===== config.mk =====
export PLATFORM = sky130hd
export DESIGN_NAME = fm_discriminator_flat
export DESIGN_NICKNAME = d
export VERILOG_FILES = /design/src/rtl/fm_demod_pkg.sv /design/src/rtl/fm_discriminator_if.sv /design/src/rtl/cordic_vec_core.sv /design/src/rtl/fm_discriminator.sv /design/src/flat_wrapper.sv
export SDC_FILE = /design/constraint.sdc
export NUM_CORES = 1
export LEC_CHECK = 0
export ABC_AREA = 1
export CAP_MARGIN = 20
export CORE_MARGIN = 10
export CORE_UTILIZATION = 50
export DETAILED_ROUTE_END_ITERATION = 12
export PLACE_DENSITY_LB_ADDON = 0.15
export SYNTH_ARGS = -nofsm -noshare
export SYNTH_HDL_FRONTEND = slang
export SYNTH_SLANG_ARGS = --single-unit

===== constraint.sdc =====
create_clock -name clk -period 10.1 [get_ports clk]
set_clock_uncertainty 0.2 [all_clocks]
set_input_delay 2.02 -clock clk [delete_from_list [all_inputs] [get_ports clk]]
set_output_delay 2.02 -clock clk [all_outputs]
set_load 0.005 [all_outputs]

===== src/rtl/fm_demod_pkg.sv =====
// Shared definitions for the FM demodulator: phase width, CORDIC arctangent
// table (binary angle units, 32768 = pi) and the discriminator FSM states.
package fm_demod_pkg;

    localparam int PHASE_W = 16;
    localparam int ATAN_N  = 14;

    localparam logic [PHASE_W-1:0] ATAN_TABLE [ATAN_N] = '{
        16'd8192, 16'd4836, 16'd2555, 16'd1297, 16'd651, 16'd326, 16'd163,
        16'd81,   16'd41,   16'd20,   16'd10,   16'd5,   16'd3,   16'd1
    };

    typedef enum logic [2:0] {
        ST_IDLE,
        ST_PRE,
        ST_ITER,
        ST_DIFF,
        ST_OUT
    } fsm_state_t;

endpackage


===== src/rtl/fm_discriminator_if.sv =====
// Sample-in / frequency-out handshake of the FM discriminator.
interface fm_discriminator_if #(
    parameter int WIDTH = 16
);

    logic                    valid_i;
    logic signed [WIDTH-1:0] i_i;
    logic signed [WIDTH-1:0] q_i;
    logic                    ready_o;
    logic signed [WIDTH-1:0] freq_o;
    logic                    valid_o;
    logic                    overrun_o;

    modport master (
        output valid_i, i_i, q_i,
        input  ready_o, freq_o, valid_o, overrun_o
    );

    modport slave (
        input  valid_i, i_i, q_i,
        output ready_o, freq_o, valid_o, overrun_o
    );

endinterface


===== src/rtl/cordic_vec_core.sv =====
// Iterative vectoring CORDIC: start loads the pre-rotated vector, then one
// micro-rotation per cycle; done marks the cycle of the final rotation.
module cordic_vec_core
    import fm_demod_pkg::*;
#(
    parameter int WIDTH = 16,
    parameter int ITER  = 14
) (
    input  logic                    clk,
    input  logic                    rst,
    input  logic                    start,
    input  logic signed [WIDTH-1:0] x_in,
    input  logic signed [WIDTH-1:0] y_in,
    output logic [PHASE_W-1:0]      z_out,
    output logic                    done
);

    // Two guard bits hold the CORDIC gain and the negated -32768 corner.
    localparam int XW  = WIDTH + 2;
    localparam int K_W = 4;

    logic signed [XW-1:0]  x_q, y_q;
    logic signed [XW-1:0]  x_ext, y_ext;
    logic [PHASE_W-1:0]    z_q;
    logic [K_W-1:0]        k_q;
    logic                  busy_q;

    assign x_ext = XW'(x_in);
    assign y_ext = XW'(y_in);
    assign z_out = z_q;
    assign done  = busy_q && (k_q == K_W'(ITER - 1));

    // NOTE: async active-low reset sits in the sensitivity list; all state uses <=
    // so every update below reads the old x/y, as the rotation needs.
    always_ff @(posedge clk or negedge rst) begin
        if (!rst) begin
            x_q    <= '0;
            y_q    <= '0;
            z_q    <= '0;
            k_q    <= '0;
            busy_q <= 1'b0;
        end else if (start) begin
            if (x_ext < 0) begin
                x_q <= -x_ext;
                y_q <= -y_ext;
                z_q <= 16'h8000;
            end else begin
                x_q <= x_ext;
                y_q <= y_ext;
                z_q <= '0;
            end
            k_q    <= '0;
            busy_q <= 1'b1;
        end else if (busy_q) begin
            if (!y_q[XW-1]) begin
                x_q <= x_q + (y_q >>> k_q);
                y_q <= y_q - (x_q >>> k_q);
                z_q <= z_q + ATAN_TABLE[k_q];
            end else begin
                x_q <= x_q - (y_q >>> k_q);
                y_q <= y_q + (x_q >>> k_q);
                z_q <= z_q - ATAN_TABLE[k_q];
            end
            if (done) busy_q <= 1'b0;
            else      k_q    <= k_q + 1'b1;
        end
    end

endmodule


===== src/rtl/fm_discriminator.sv =====
// Polar FM discriminator: CORDIC phase per I/Q pair, differenced modulo 2*pi.
// Optional one-pole de-emphasis on the output when FM_DISC_DEEMPH_EN is defined.
module fm_discriminator
    import fm_demod_pkg::*;
#(
    parameter int WIDTH    = 16,
    parameter int ITER     = 14,
    parameter int DEEMPH_K = 4
) (
    input  logic              clk,
    input  logic              rst,
    fm_discriminator_if.slave bus
);

    if (ITER < 8 || ITER > ATAN_N || DEEMPH_K < 1) begin : g_bad_cfg
        $error("fm_discriminator: ITER must be 8..14 and DEEMPH_K >= 1");
    end

    fsm_state_t              state_q, state_d;
    logic signed [WIDTH-1:0] i_q, q_q;
    logic                    zero_q, primed_q, emit_q;
    logic [PHASE_W-1:0]      prev_phase_q, dphi_q, phase_now, z_fin;
    logic                    core_done;
    logic signed [WIDTH-1:0] freq_raw, freq_next;

    cordic_vec_core #(.WIDTH(WIDTH), .ITER(ITER)) u_core (
        .clk   (clk),
        .rst   (rst),
        .start (state_q == ST_PRE),
        .x_in  (i_q),
        .y_in  (q_q),
        .z_out (z_fin),
        .done  (core_done)
    );

    // A zero vector has no angle; holding the old phase yields exactly 0 Hz.
    assign phase_now   = zero_q ? prev_phase_q : z_fin;
    assign freq_raw    = WIDTH'(signed'(dphi_q));
    assign bus.ready_o = (state_q == ST_IDLE);

    // NOTE: next-state defaults to the current state first, so no latch is inferred.
    always_comb begin
        state_d = state_q;
        case (state_q)
            ST_IDLE: if (bus.valid_i) state_d = ST_PRE;
            ST_PRE:  state_d = ST_ITER;
            ST_ITER: if (core_done) state_d = ST_DIFF;
            ST_DIFF: state_d = ST_OUT;
            ST_OUT:  state_d = ST_IDLE;
            default: state_d = ST_IDLE;
        endcase
    end

    always_ff @(posedge clk or negedge rst) begin
        if (!rst) begin
            state_q       <= ST_IDLE;
            i_q           <= '0;
            q_q           <= '0;
            zero_q        <= 1'b0;
            primed_q      <= 1'b0;
            emit_q        <= 1'b0;
            prev_phase_q  <= '0;
            dphi_q        <= '0;
            bus.valid_o   <= 1'b0;
            bus.freq_o    <= '0;
            bus.overrun_o <= 1'b0;
        end else begin
            state_q     <= state_d;
            bus.valid_o <= 1'b0;
            if (bus.valid_i && state_q != ST_IDLE) bus.overrun_o <= 1'b1;
            case (state_q)
                ST_IDLE: if (bus.valid_i) begin
                    i_q <= bus.i_i;
                    q_q <= bus.q_i;
                end
                ST_PRE:  zero_q <= (i_q == '0) && (q_q == '0);
                ST_DIFF: begin
                    dphi_q       <= phase_now - prev_phase_q;
                    prev_phase_q <= phase_now;
                    emit_q       <= primed_q;
                    primed_q     <= 1'b1;
                end
                ST_OUT:  if (emit_q) begin
                    bus.valid_o <= 1'b1;
                    bus.freq_o  <= freq_next;
                end
                default: ;
            endcase
        end
    end

`ifdef FM_DISC_DEEMPH_EN
    // d carries DEEMPH_K fraction bits so small steps are not lost to truncation.
    localparam int DW = WIDTH + DEEMPH_K;

    logic signed [DW-1:0] d_q, d_next, target;
    logic signed [DW:0]   err;

    always_comb begin
        target = {freq_raw, {DEEMPH_K{1'b0}}};
        err    = (DW+1)'(target) - (DW+1)'(d_q);
        d_next = d_q + DW'(err >>> DEEMPH_K);
    end

    assign freq_next = d_next[DW-1:DEEMPH_K];

    always_ff @(posedge clk or negedge rst) begin
        if (!rst)                            d_q <= '0;
        else if (state_q == ST_OUT && emit_q) d_q <= d_next;
    end
`else
    assign freq_next = freq_raw;
`endif

endmodule


===== src/flat_wrapper.sv =====
// flat-port wrapper written by rule: the top's interface ports become plain ports
module fm_discriminator_flat import fm_demod_pkg::*;
#(
    parameter int WIDTH    = 16,
    parameter int ITER     = 14,
    parameter int DEEMPH_K = 4
)
  (clk, rst, bus_valid_i, bus_i_i, bus_q_i, bus_ready_o, bus_freq_o, bus_valid_o, bus_overrun_o);
  fm_discriminator_if #(.WIDTH(WIDTH)) bus_i ();
  input  logic clk;
  input  logic rst;
  input wire logic [$bits(bus_i.valid_i)-1:0] bus_valid_i;
  input wire logic [$bits(bus_i.i_i)-1:0] bus_i_i;
  input wire logic [$bits(bus_i.q_i)-1:0] bus_q_i;
  output wire logic [$bits(bus_i.ready_o)-1:0] bus_ready_o;
  output wire logic [$bits(bus_i.freq_o)-1:0] bus_freq_o;
  output wire logic [$bits(bus_i.valid_o)-1:0] bus_valid_o;
  output wire logic [$bits(bus_i.overrun_o)-1:0] bus_overrun_o;
  assign bus_i.valid_i = bus_valid_i;
  assign bus_i.i_i = bus_i_i;
  assign bus_i.q_i = bus_q_i;
  assign bus_ready_o = bus_i.ready_o;
  assign bus_freq_o = bus_i.freq_o;
  assign bus_valid_o = bus_i.valid_o;
  assign bus_overrun_o = bus_i.overrun_o;
  fm_discriminator #(.WIDTH(WIDTH), .ITER(ITER), .DEEMPH_K(DEEMPH_K)) u_core (.clk(clk), .rst(rst), .bus(bus_i));
endmodule

After elaboration in Yosys (flattened, before gate mapping)
Memory sizes are Yosys's and may differ from the RTL's.
Index checks and enable logic that the tools add are counted.
{"block": "word_totals", "out_inout_bits": 19, "latchBits": 0, "ram_bits": 0, "mem_bits_ro": 256, "mem_count": 1, "ff_bits": 145}
{"block": "classes", "n_mux": 26, "n_bitwise": 1, "addsub": 10, "shift": 2, "order_cmp": 2, "n_mul": 0, "reduce_logical": 12, "eq_ne": 8, "div": 0}
{"memory": "(no name shown)", "depth": 16, "word_bits": 16, "read_ports": 1, "rd_ports_with_merged_regs": 0, "write_ports": 0, "line": "cordic_vec_core.sv:62", "rtl": "z_q <= z_q - ATAN_TABLE[k_q];"}
{"operator": "18-bit two-way mux", "count": 8}
{"operator": "16-bit two-way mux", "count": 7}
{"operator": "18-bit adder", "count": 2}
{"operator": "16-bit negator with 18-bit output", "count": 2}
{"operator": "18-bit by 4-bit >>> shifter with 18-bit output", "count": 2}
{"operator": "18-bit subtractor", "count": 2}
{"operator": "16-bit logical NOT", "count": 2}
{"operator": "16-bit subtractor", "count": 2}
{"operator": "16-bit adder", "count": 1}
{"operator": "16-bit by 1-bit < comparator with 1-bit output (second input constant)", "count": 1}
{"operator": "4-bit two-way mux", "count": 3}
{"operator": "3-bit case mux with 4 select lines", "count": 1}
{"operator": "2-bit AND reduction", "count": 4}
{"operator": "3-bit by 2-bit equality test with 1-bit output (second input constant)", "count": 2}
{"operator": "3-bit two-way mux", "count": 2}
{"operator": "5-bit >= comparator (second input constant)", "count": 1}
{"operator": "1-bit two-way mux", "count": 5}
{"operator": "4-bit NOT with 5-bit output", "count": 1}
{"operator": "4-bit by 1-bit adder with 4-bit output (second input constant)", "count": 1}
{"operator": "4-bit equality test (second input constant)", "count": 1}
{"operator": "2-bit inequality test (second input constant)", "count": 2}
{"operator": "3-bit by 1-bit equality test with 1-bit output (second input constant)", "count": 1}
{"operator": "3-bit equality test (second input constant)", "count": 1}
{"operator": "1-bit logical AND", "count": 3}
{"operator": "4 further kinds", "count": 4}

Logic depth before layout (Yosys ltp)
Gate-level depths: netlist of run 1.
{"block": "logic_depth", "depth_word": 8, "depth_mapped": 29}

Modules after synthesis
Synthesis of run 1 repeated with hierarchy kept, for this count alone.
{"block": "hier_totals", "hier_cells": 1940, "hier_area_um2": 12650.9}
{"mod": "cordic_vec_core", "instances": 1, "seq_area_each_um2": 1426.4, "cells_each": 1377, "area_per_inst_um2": 8137.8}
{"mod": "fm_discriminator", "instances": 1, "seq_area_each_um2": 2202.1, "cells_each": 563, "area_per_inst_um2": 4513.1}

Worst setup path before layout of run 1
No wires, ideal clock.
{"block": "synth_timing", "path_type": "reg-to-reg", "start": "register u_core.u_core.k_q[1]", "end": "register u_core.u_core.z_q[15] (netlist: u_core.u_core.z_out[15])", "period_less_slack_ps": 3863, "arrival_time_ps": 3539, "path_stages_with_launch": 23, "path_slack_ps": 6237, "required_ps": 9776, "setup_ps": 124, "path_cell_list": "dfrtp_1 -> buf_4 -> inv_2 -> buf_2 -> ha_1 -> inv_1 -> o21a_1 -> inv_1 -> ha_1 -> inv_1 -> nor3_1 -> nand2_1 -> o21ai_0 -> xor2_1 -> inv_1 -> ha_1 -> a21oi_1 -> o21ai_0 -> a221o_1 -> a21oi_1 -> nand2_1 -> nand2_1 -> o21bai_1"}
{"block": "synth_between", "elab_chain_len": 8, "elab_cells_between_ends": 9, "cone_classes": "add/sub (2); mux (5); bitwise (1); memory (1)"}
{"item": "start, declared", "line": "cordic_vec_core.sv:25", "rtl": "logic [K_W-1:0] k_q;"}
{"item": "start signal, assigned", "line": "cordic_vec_core.sv:65", "rtl": "else k_q <= k_q + 1'b1;"}
{"item": "4-bit NOT with 5-bit output (not written as such) *", "line": "cordic_vec_core.sv:58, cordic_vec_core.sv:62"}
{"item": "memory 16 x 16 bit *"}
{"item": "16-bit two-way mux (not written as such) * (2 in series)", "line": "cordic_vec_core.sv:62"}
{"item": "16-bit adder or 16-bit subtractor (tied branches)", "line": "cordic_vec_core.sv:58, cordic_vec_core.sv:62"}
{"item": "16-bit two-way mux *", "line": "cordic_vec_core.sv:55", "rtl": "if (!y_q[XW-1]) begin"}
{"item": "16-bit two-way mux *", "line": "cordic_vec_core.sv:54", "rtl": "end else if (busy_q) begin"}
{"item": "16-bit two-way mux *", "line": "cordic_vec_core.sv:42", "rtl": "end else if (start) begin"}
{"item": "end signal, assigned", "line": "cordic_vec_core.sv:58", "rtl": "z_q <= z_q + ATAN_TABLE[k_q];"}
{"item": "end signal, assigned", "line": "cordic_vec_core.sv:62"}
{"item": "end, declared", "line": "cordic_vec_core.sv:24", "rtl": "logic [PHASE_W-1:0] z_q;"}
Every way passes the cells marked *; elsewhere a longest branch is shown, timed or not. The select of a mux whose other input is x is not followed.
A chain may end at the register's enable or synchronous reset.

Final worst setup path of run 1
{"block": "layout_timing", "start": "register u_core.u_core.k_q[2]", "end": "register u_core.u_core.y_q[17]"}
{"block": "layout_between", "elab_chain_len": 5, "elab_cells_between_ends": 6, "cone_classes": "add/sub (2); shift (1); mux (3)"}
{"item": "18-bit by 4-bit >>> shifter with 18-bit output *", "line": "cordic_vec_core.sv:57, cordic_vec_core.sv:61"}
{"item": "18-bit subtractor or 18-bit adder (tied branches)", "line": "cordic_vec_core.sv:57, cordic_vec_core.sv:61"}
{"item": "18-bit two-way mux *", "line": "cordic_vec_core.sv:55"}
{"item": "18-bit two-way mux *", "line": "cordic_vec_core.sv:54"}
{"item": "18-bit two-way mux *", "line": "cordic_vec_core.sv:42"}
{"item": "end signal, assigned", "line": "cordic_vec_core.sv:45", "rtl": "y_q <= -y_ext;"}
{"item": "end signal, assigned", "line": "cordic_vec_core.sv:57", "rtl": "y_q <= y_q - (x_q >>> k_q);"}
{"item": "end signal, assigned", "line": "cordic_vec_core.sv:61", "rtl": "y_q <= y_q + (x_q >>> k_q);"}
{"item": "end, declared", "line": "cordic_vec_core.sv:22", "rtl": "logic signed [XW-1:0] x_q, y_q;"}
Marks and branches as above.

==> parameters.txt, run 1 <==
Parameter                              Value

Die
  Area inside the core boundary    23700 um2
  Area of the die    30900 um2
  Die span in y    ~180 um
  Initial standard-cell utilization of the core    51.2%
  Count of standard-cell rows    56
  I/O Pins    54
  Die W    between 150 and 200 um

Yosys
  Count of distinct cell types in the synthesized netlist    52
  Share of the synthesized area in the top cell type    29.9%
  Fraction of the mapped netlist area in compound gates    19.9%
  Count leader, synth    sky130_fd_sc_hd__nand2_1
  Synthesized-area fraction occupied by xor and xnor cells    3.76%
  Number of cells produced by synthesis    approximately 1800
  Post-synthesis simple-gate area fraction    roughly 28%
  Net count after synthesis    around 1900
  Largest cells by area after synthesis    sky130_fd_sc_hd__dfrtp_1 (30%), sky130_fd_sc_hd__nand2_1 (14%), sky130_fd_sc_hd__ha_1 (7.7%)
  Share of synthesized registers carrying an async set or reset    100%
  Number of flops mapped to enable cells by yosys    0
  Portion of the post-synthesis area used by sequential elements    between 20 and 30%
  Number of synthesized register bits    roughly 150
  Dominant combinational cell family by area after synthesis    simple AND/OR/NAND/NOR gates
  Combined area of all synthesized cells    12100 um2
  Main flop type after synthesis    sky130_fd_sc_hd__dfrtp_1
  Cell taking the most area after synthesis    sky130_fd_sc_hd__dfrtp_1
  Top cell types by occurrence after synthesis    sky130_fd_sc_hd__nand2_1 (452), sky130_fd_sc_hd__inv_1 (194), sky130_fd_sc_hd__o21ai_0 (167)
  Mux cell area share after synthesis    less than 1%
  Mean post-synth cell area    about 6.7 um2
  Number of warnings issued by yosys    0
  Arithmetic-cell share of the synthesized area counting full adders, half adders and majority gates    8.40%

Global routing
  Via count of the first global-routing pass    11700
  First-pass GRT wire length    60600 um
  Gr ovfl total    0
  Maximum number of pins on one net before global-route repair    81
  Number of antenna violations at the first check in global routing    0
  GRT Overall Usage    24.1%

STA
  Pins Over Slew Limit    0
  Max Clock Freq    0.181 GHz
  Setup TNS    0 ps
  Pin slew with the least headroom to its limit    1000 ps
  Unrepaired setup endpoints after global routing    no
  Shortest clock period the worst path allows after layout    5520 ps
  Total count of hold-check failures in the final report    0
  Period utilisation layout    54.7%
  Hold WS    254 ps
  Worst max-slew margin expressed relative to the limit    around 33%
  Final number of setup-violating endpoints    0

Clock tree
  Clock buffers created by TritonCTS    17
  Hold buffers post-CTS    0
  Later-pin clock latency in the skew report    approximately 430 ps
  H-Tree Level Count    4
  Clock root buffer    sky130_fd_sc_hd__clkbuf_16
  Maximum clock path buffer count    2
  Clk pin slew, worst setup/hold paths    80 ps
  Total of cells resized after clock tree synthesis    0
  # Post-CTS Setup Buffers    0
  Clock tree from TritonCTS    yes
  CTS sink cnt    145

Detailed routing
  Drt first pass iters    6
  Routed via count    between 10000 and 15000
  1st-iter DRT viols    ~1200
  Post-DR wirelength/cell    between 15 and 20 um
  Via/cell ratio    5.64
  Total detailed-routing wirelength    37100 um
  Post-detailed-route DRC marker count    0
  Antenna-violating nets left    0

Layout
  Non-filler cells in the finished layout    2156
  Fraction of final layout cells sized beyond drive strength 1    under 10%
  Synthesis-to-layout area growth    10.9%
  Fill cells    2383
  Post-route core utilization    56.8%
  Antenna diode instance count    0
  Multi-input gate area    about 7400 um2
  Footprint of the flip-flops and latches    approximately 3600 um2
  Final net count    1938

Worst setup path
  Reg2Reg Depth    23
  Source of the worst register-to-register timing path    u_core.u_core.k_q[2]
  Setup Crit Path Kind    reg -> reg
  Worst setup SP type    register
  WP data required    between 10000 and 15000 ps
  Register-to-register setup slack    4580 ps
  Critical Path Sink Type    register
  Capturing point of the worst reg2reg path    u_core.u_core.y_q[17]
  Data arrival time of the critical path    5630 ps
  CP max FO    30

Worst hold path
  Worst hold path class    reg -> reg
  Hold Path Stages    2
  Start point of the worst hold path    u_core.primed_q
  Hold Path Sink    u_core.primed_q

Run status
  Run status    finished, final reports clean

Placed design
  Port bufs    53
  Detailed placer's ending HPWL    27600 um
  Cell count after placement    2123
  RD Place Congestion    0.972

Flow run
  Maximum capacitance violations    0
through the flow:
stage,instance area (um2),setup slack [ps]
finish,13400,4580
CTS,13400,4650
detailed placement,12800,4690
global placement,12800,4790
floorplan,12100,6240
global route,13400,3890
worst max path at each step:
stage / start / end / slack, ps
2_1_floorplan: u_core.u_core.k_q[1] / u_core.u_core.z_out[15] / 6240
3_3_place_gp: u_core.u_core.k_q[2] / u_core.u_core.y_q[17] / 4790
3_5_place_dp: u_core.u_core.k_q[2] / u_core.u_core.x_q[17] / 4690
4_1_cts: u_core.u_core.k_q[2] / u_core.u_core.x_q[17] / 4650
5_1_grt: u_core.u_core.k_q[2] / u_core.u_core.y_q[17] / 3890
6_report: u_core.u_core.k_q[2] / u_core.u_core.y_q[17] / 4580
logic make-up after synthesis:
logic type	Yosys count
fa+ha+maj	79
buf+inv	276
compound gates	438
flops	145
simple gates	816
mux	7
xor+xnor	52
cell type report:
cell class	instances	area share (%)
multi-input combinational	1392	55.0
clock buffer	17	3.16
inverter	203	5.67
clock inverter	15	1.41
timing repair buffer	65	4.77
sequential	145	27.0
tap	319	2.97
sequential cells by signal, summed over array words and instances, names as in the netlist, 3 cells and up:
| signal | cells |
|---|---|
| u_core.u_core.k_q | 4 |
| u_core.u_core.y_q | 18 |
| u_core.state_q | 3 |
| u_core.dphi_q | 16 |
| u_core.u_core.z_out | 16 |
| u_core.prev_phase_q | 16 |
| u_core.q_q | 16 |
| u_core.i_q | 16 |
| u_core.u_core.x_q | 18 |
| u_core.bus.freq_o | 16 |
cells in the final DEF, fill, tap and decap left out, drive strengths merged, types with 4 or more instances in the layout:
cell type	Yosys	layout
a21boi	4	4
a21oi	148	148
a22oi	4	4
a31oi	28	28
buf	31	13
clkbuf	42	17
clkdlybuf4s50	0	52
clkinv	3	8
dfrtp	145	145
fa	4	4
ha	75	75
inv	200	207
mux2	7	7
nand2	454	454
nand3	150	150
nand4	16	16
nor2	148	148
nor3	29	29
o211ai	15	15
o21ai	191	191
o21bai	7	7
o22ai	14	14
o31ai	10	10
or2	9	9
xnor2	25	25
xor2	27	27
metal layers:
layer  routed length (um)  track usage, %
met5                    0               0
met2                18100            41.9
met3                 1710            3.47
met1                16100            29.8
met4                 1190            8.51
worst max-delay path, stage by stage (launching register included):
cell and delay [ps]:
sky130_fd_sc_hd__dfrtp_1 990, sky130_fd_sc_hd__inv_1 690, sky130_fd_sc_hd__nand2_1 340, sky130_fd_sc_hd__inv_1 120, sky130_fd_sc_hd__nand3_1 90, sky130_fd_sc_hd__nand3_1 80, sky130_fd_sc_hd__nand2_1 60, sky130_fd_sc_hd__nand2_1 130
sky130_fd_sc_hd__inv_1 90, sky130_fd_sc_hd__ha_1 180, sky130_fd_sc_hd__nand4_1 140, sky130_fd_sc_hd__nor3_2 210, sky130_fd_sc_hd__nand3_1 180, sky130_fd_sc_hd__o21ai_1 190, sky130_fd_sc_hd__xor2_1 160, sky130_fd_sc_hd__inv_1 50
sky130_fd_sc_hd__ha_1 320, sky130_fd_sc_hd__inv_1 70, sky130_fd_sc_hd__nor3_1 320, sky130_fd_sc_hd__nand2_1 90, sky130_fd_sc_hd__o311ai_0 390, sky130_fd_sc_hd__nand3_1 140, sky130_fd_sc_hd__nand3_1 110, sky130_fd_sc_hd__a21oi_1 70
Power of run 1 is left out: the tool's default activity adds up to more than one toggle a clock period on the data nets, which glitch-free logic cannot reach.
==> run 2, diff against run 1 <==
- clock period: 10.1 -> 5.8 ns (I/O delays scaled with it)
==> parameters.txt, run 2 (synthesized netlist as in run 1, its figures left out) <==
Parameter                              Value

Layout
  Most used cells in the layout excluding fill and tap cells    sky130_fd_sc_hd__nand2_1 (450), sky130_fd_sc_hd__inv_1 (194), sky130_fd_sc_hd__o21ai_0 (167), sky130_fd_sc_hd__nand3_1 (150), sky130_fd_sc_hd__a21oi_1 (148)
  Multi-input gate area    7400 um2 (unchanged)
  Post-route core utilization    56.9% (+0.085 points)
  Footprint of the flip-flops and latches    3630 um2 (unchanged)
  Fill cells    2401 (+0.76%)
  Largest registers    u_core.u_core.x_q x18, u_core.u_core.y_q x18
  Synthesis-to-layout area growth    11.1%
  Antenna diode instance count    0 (unchanged)
  Final net count    1944 (+0.31%)
  Most common library cell in the layout ignoring fill and taps    sky130_fd_sc_hd__nand2_1
  Fraction of final layout cells sized beyond drive strength 1    4.77% (+0.31 points)

Placed design
  Port bufs    53 (unchanged)
  Detailed placer's ending HPWL    27200 um (-1.8%)
  RD Place Congestion    1.03 (+5.9%)

STA
  Unrepaired setup endpoints after global routing    no
  Worst max-slew margin expressed relative to the limit    32.3% (-0.81 points)
  Final number of setup-violating endpoints    0 (unchanged)
  Setup TNS    0 ps (unchanged)
  Total count of hold-check failures in the final report    0 (unchanged)
  Pins Over Slew Limit    0 (unchanged)
  Period utilisation layout    81.7% (+27 points)
  Max Clock Freq    0.211 GHz (+17%)
  Pin slew with the least headroom to its limit    1020 ps (+15.7 ps)
  Shortest clock period the worst path allows after layout    4740 ps (-783 ps)

Detailed routing
  Total detailed-routing wirelength    36400 um (-1.9%)
  Via/cell ratio    5.66 (+0.24%)
  Post-DR wirelength/cell    16.9 um (-2.2%)
  Routed via count    12200 (+0.52%)
  1st-iter DRT viols    1123 (-6.0%)
  Antenna-violating nets left    0 (unchanged)
  Post-detailed-route DRC marker count    0 (unchanged)
  Drt first pass iters    6 (unchanged)

Clock tree
  # Post-CTS Setup Buffers    0 (unchanged)
  Later-pin clock latency in the skew report    440 ps (about the same)
  CTS sink cnt    145 (unchanged)
  Clock buffers created by TritonCTS    17 (unchanged)
  H-Tree Level Count    4 (unchanged)
  Clock root buffer    sky130_fd_sc_hd__clkbuf_16
  Total of cells resized after clock tree synthesis    0 (unchanged)
  Maximum clock path buffer count    2 (unchanged)
  Clock tree from TritonCTS    yes
  Hold buffers post-CTS    0 (unchanged)
  Clk pin slew, worst setup/hold paths    70 ps (about the same)

Global routing
  First-pass GRT wire length    59000 um (-2.5%)
  Gr ovfl total    0 (unchanged)
  Via count of the first global-routing pass    11800 (+0.40%)
  GRT Overall Usage    23.4% (-0.77 points)
  Number of antenna violations at the first check in global routing    0 (unchanged)
  Maximum number of pins on one net before global-route repair    103 (+27%)

Worst setup path
  Most Frequent Cell on Critical Path    sky130_fd_sc_hd__nand2_1
  WP data required    5920 ps (-4290 ps)
  CP max FO    34 (+13%)
  CP max stage cell    sky130_fd_sc_hd__inv_2
  Critical Path Sink Type    register
  Data arrival time of the critical path    4860 ps (-770 ps)
  Largest incremental delay on the critical path    480 ps (-510 ps)
  Setup Crit Path Kind    reg -> reg
  Worst setup SP type    register

Worst hold path
  Worst hold path class    reg -> reg

Die
  Die W    176 um (unchanged)
  I/O Pins    54 (unchanged)
  Area of the die    30900 um2 (unchanged)
  Initial standard-cell utilization of the core    51.2% (unchanged)
  Area inside the core boundary    23700 um2 (unchanged)
  Count of standard-cell rows    56 (unchanged)
  Die span in y    176 um (unchanged)

Flow run
  Maximum capacitance violations    0 (unchanged)

Run status
  Run status    finished, final reports clean
==> run 2: cell count changes in the layout (fill, tap and decap cells not counted) <==
cell,change
sky130_fd_sc_hd__clkinvlp_4,-1
sky130_fd_sc_hd__buf_16,-1
sky130_fd_sc_hd__bufinv_16,-1
sky130_fd_sc_hd__inv_6,-2
sky130_fd_sc_hd__clkinv_4,+2
sky130_fd_sc_hd__buf_4,+7
sky130_fd_sc_hd__clkinv_8,+2
==> run 2: final cells by class <==
cell class              count  area share [%]
multi-input cells        1392            54.9
flip-flops and latches    145            26.9
inverters                 203            5.66
repair buffers             71            4.95
clock buffers              17            3.16
well taps                 319            2.96
clock inverters            15            1.38
==> run 2: final timing paths <==
path                                       from                    end  slack (ps)  cells past startpoint
min in group asynchronous                   rst   u_core.bus.freq_o[3]         650                      1
max reg2reg                u_core.u_core.k_q[1]  u_core.u_core.x_q[17]        1060                     25
min                             u_core.primed_q        u_core.primed_q         250                      2
max in group asynchronous                   rst          u_core.i_q[8]        3590                      2
min reg2reg                     u_core.primed_q        u_core.primed_q         250                      2
max                        u_core.u_core.k_q[1]  u_core.u_core.x_q[17]        1060                     25
==> run 2: worst max-delay path: cells and delay by family (launching register included) <==
kind                       cells  cell delay [ps]
DFF                            1              360
adders and majority gates      2              540
and+or+nand+nor               16             1950
AOI/OAI and AO/OA              2              520
buffers and inverters          5             1030
==> run 2: per-layer routing <==
layer / vias to the layer above / share of wire [%] / global-route usage [%]
li1: 6109 / - / -
met1: 5737 / 42 / 27.1
met2: 313 / 50 / 42.0
met3: 72 / 4.1 / 2.62
met4: 0 / 4.2 / 11.1
met5: - / 0 / 0
==> run 2: metrics by stage <==
step	hold WS [ps]	instances	setup WS (ps)	area, um2
final	252	2162	1060	13500
after global routing	285	2162	654	13500
after CTS	256	2162	1170	13500
after detailed placement	242	2130	1170	12900
after global placement	236	2130	1290	12900
after floorplan	220	1813	1940	12100
Power of run 2 is left out for the same reason.
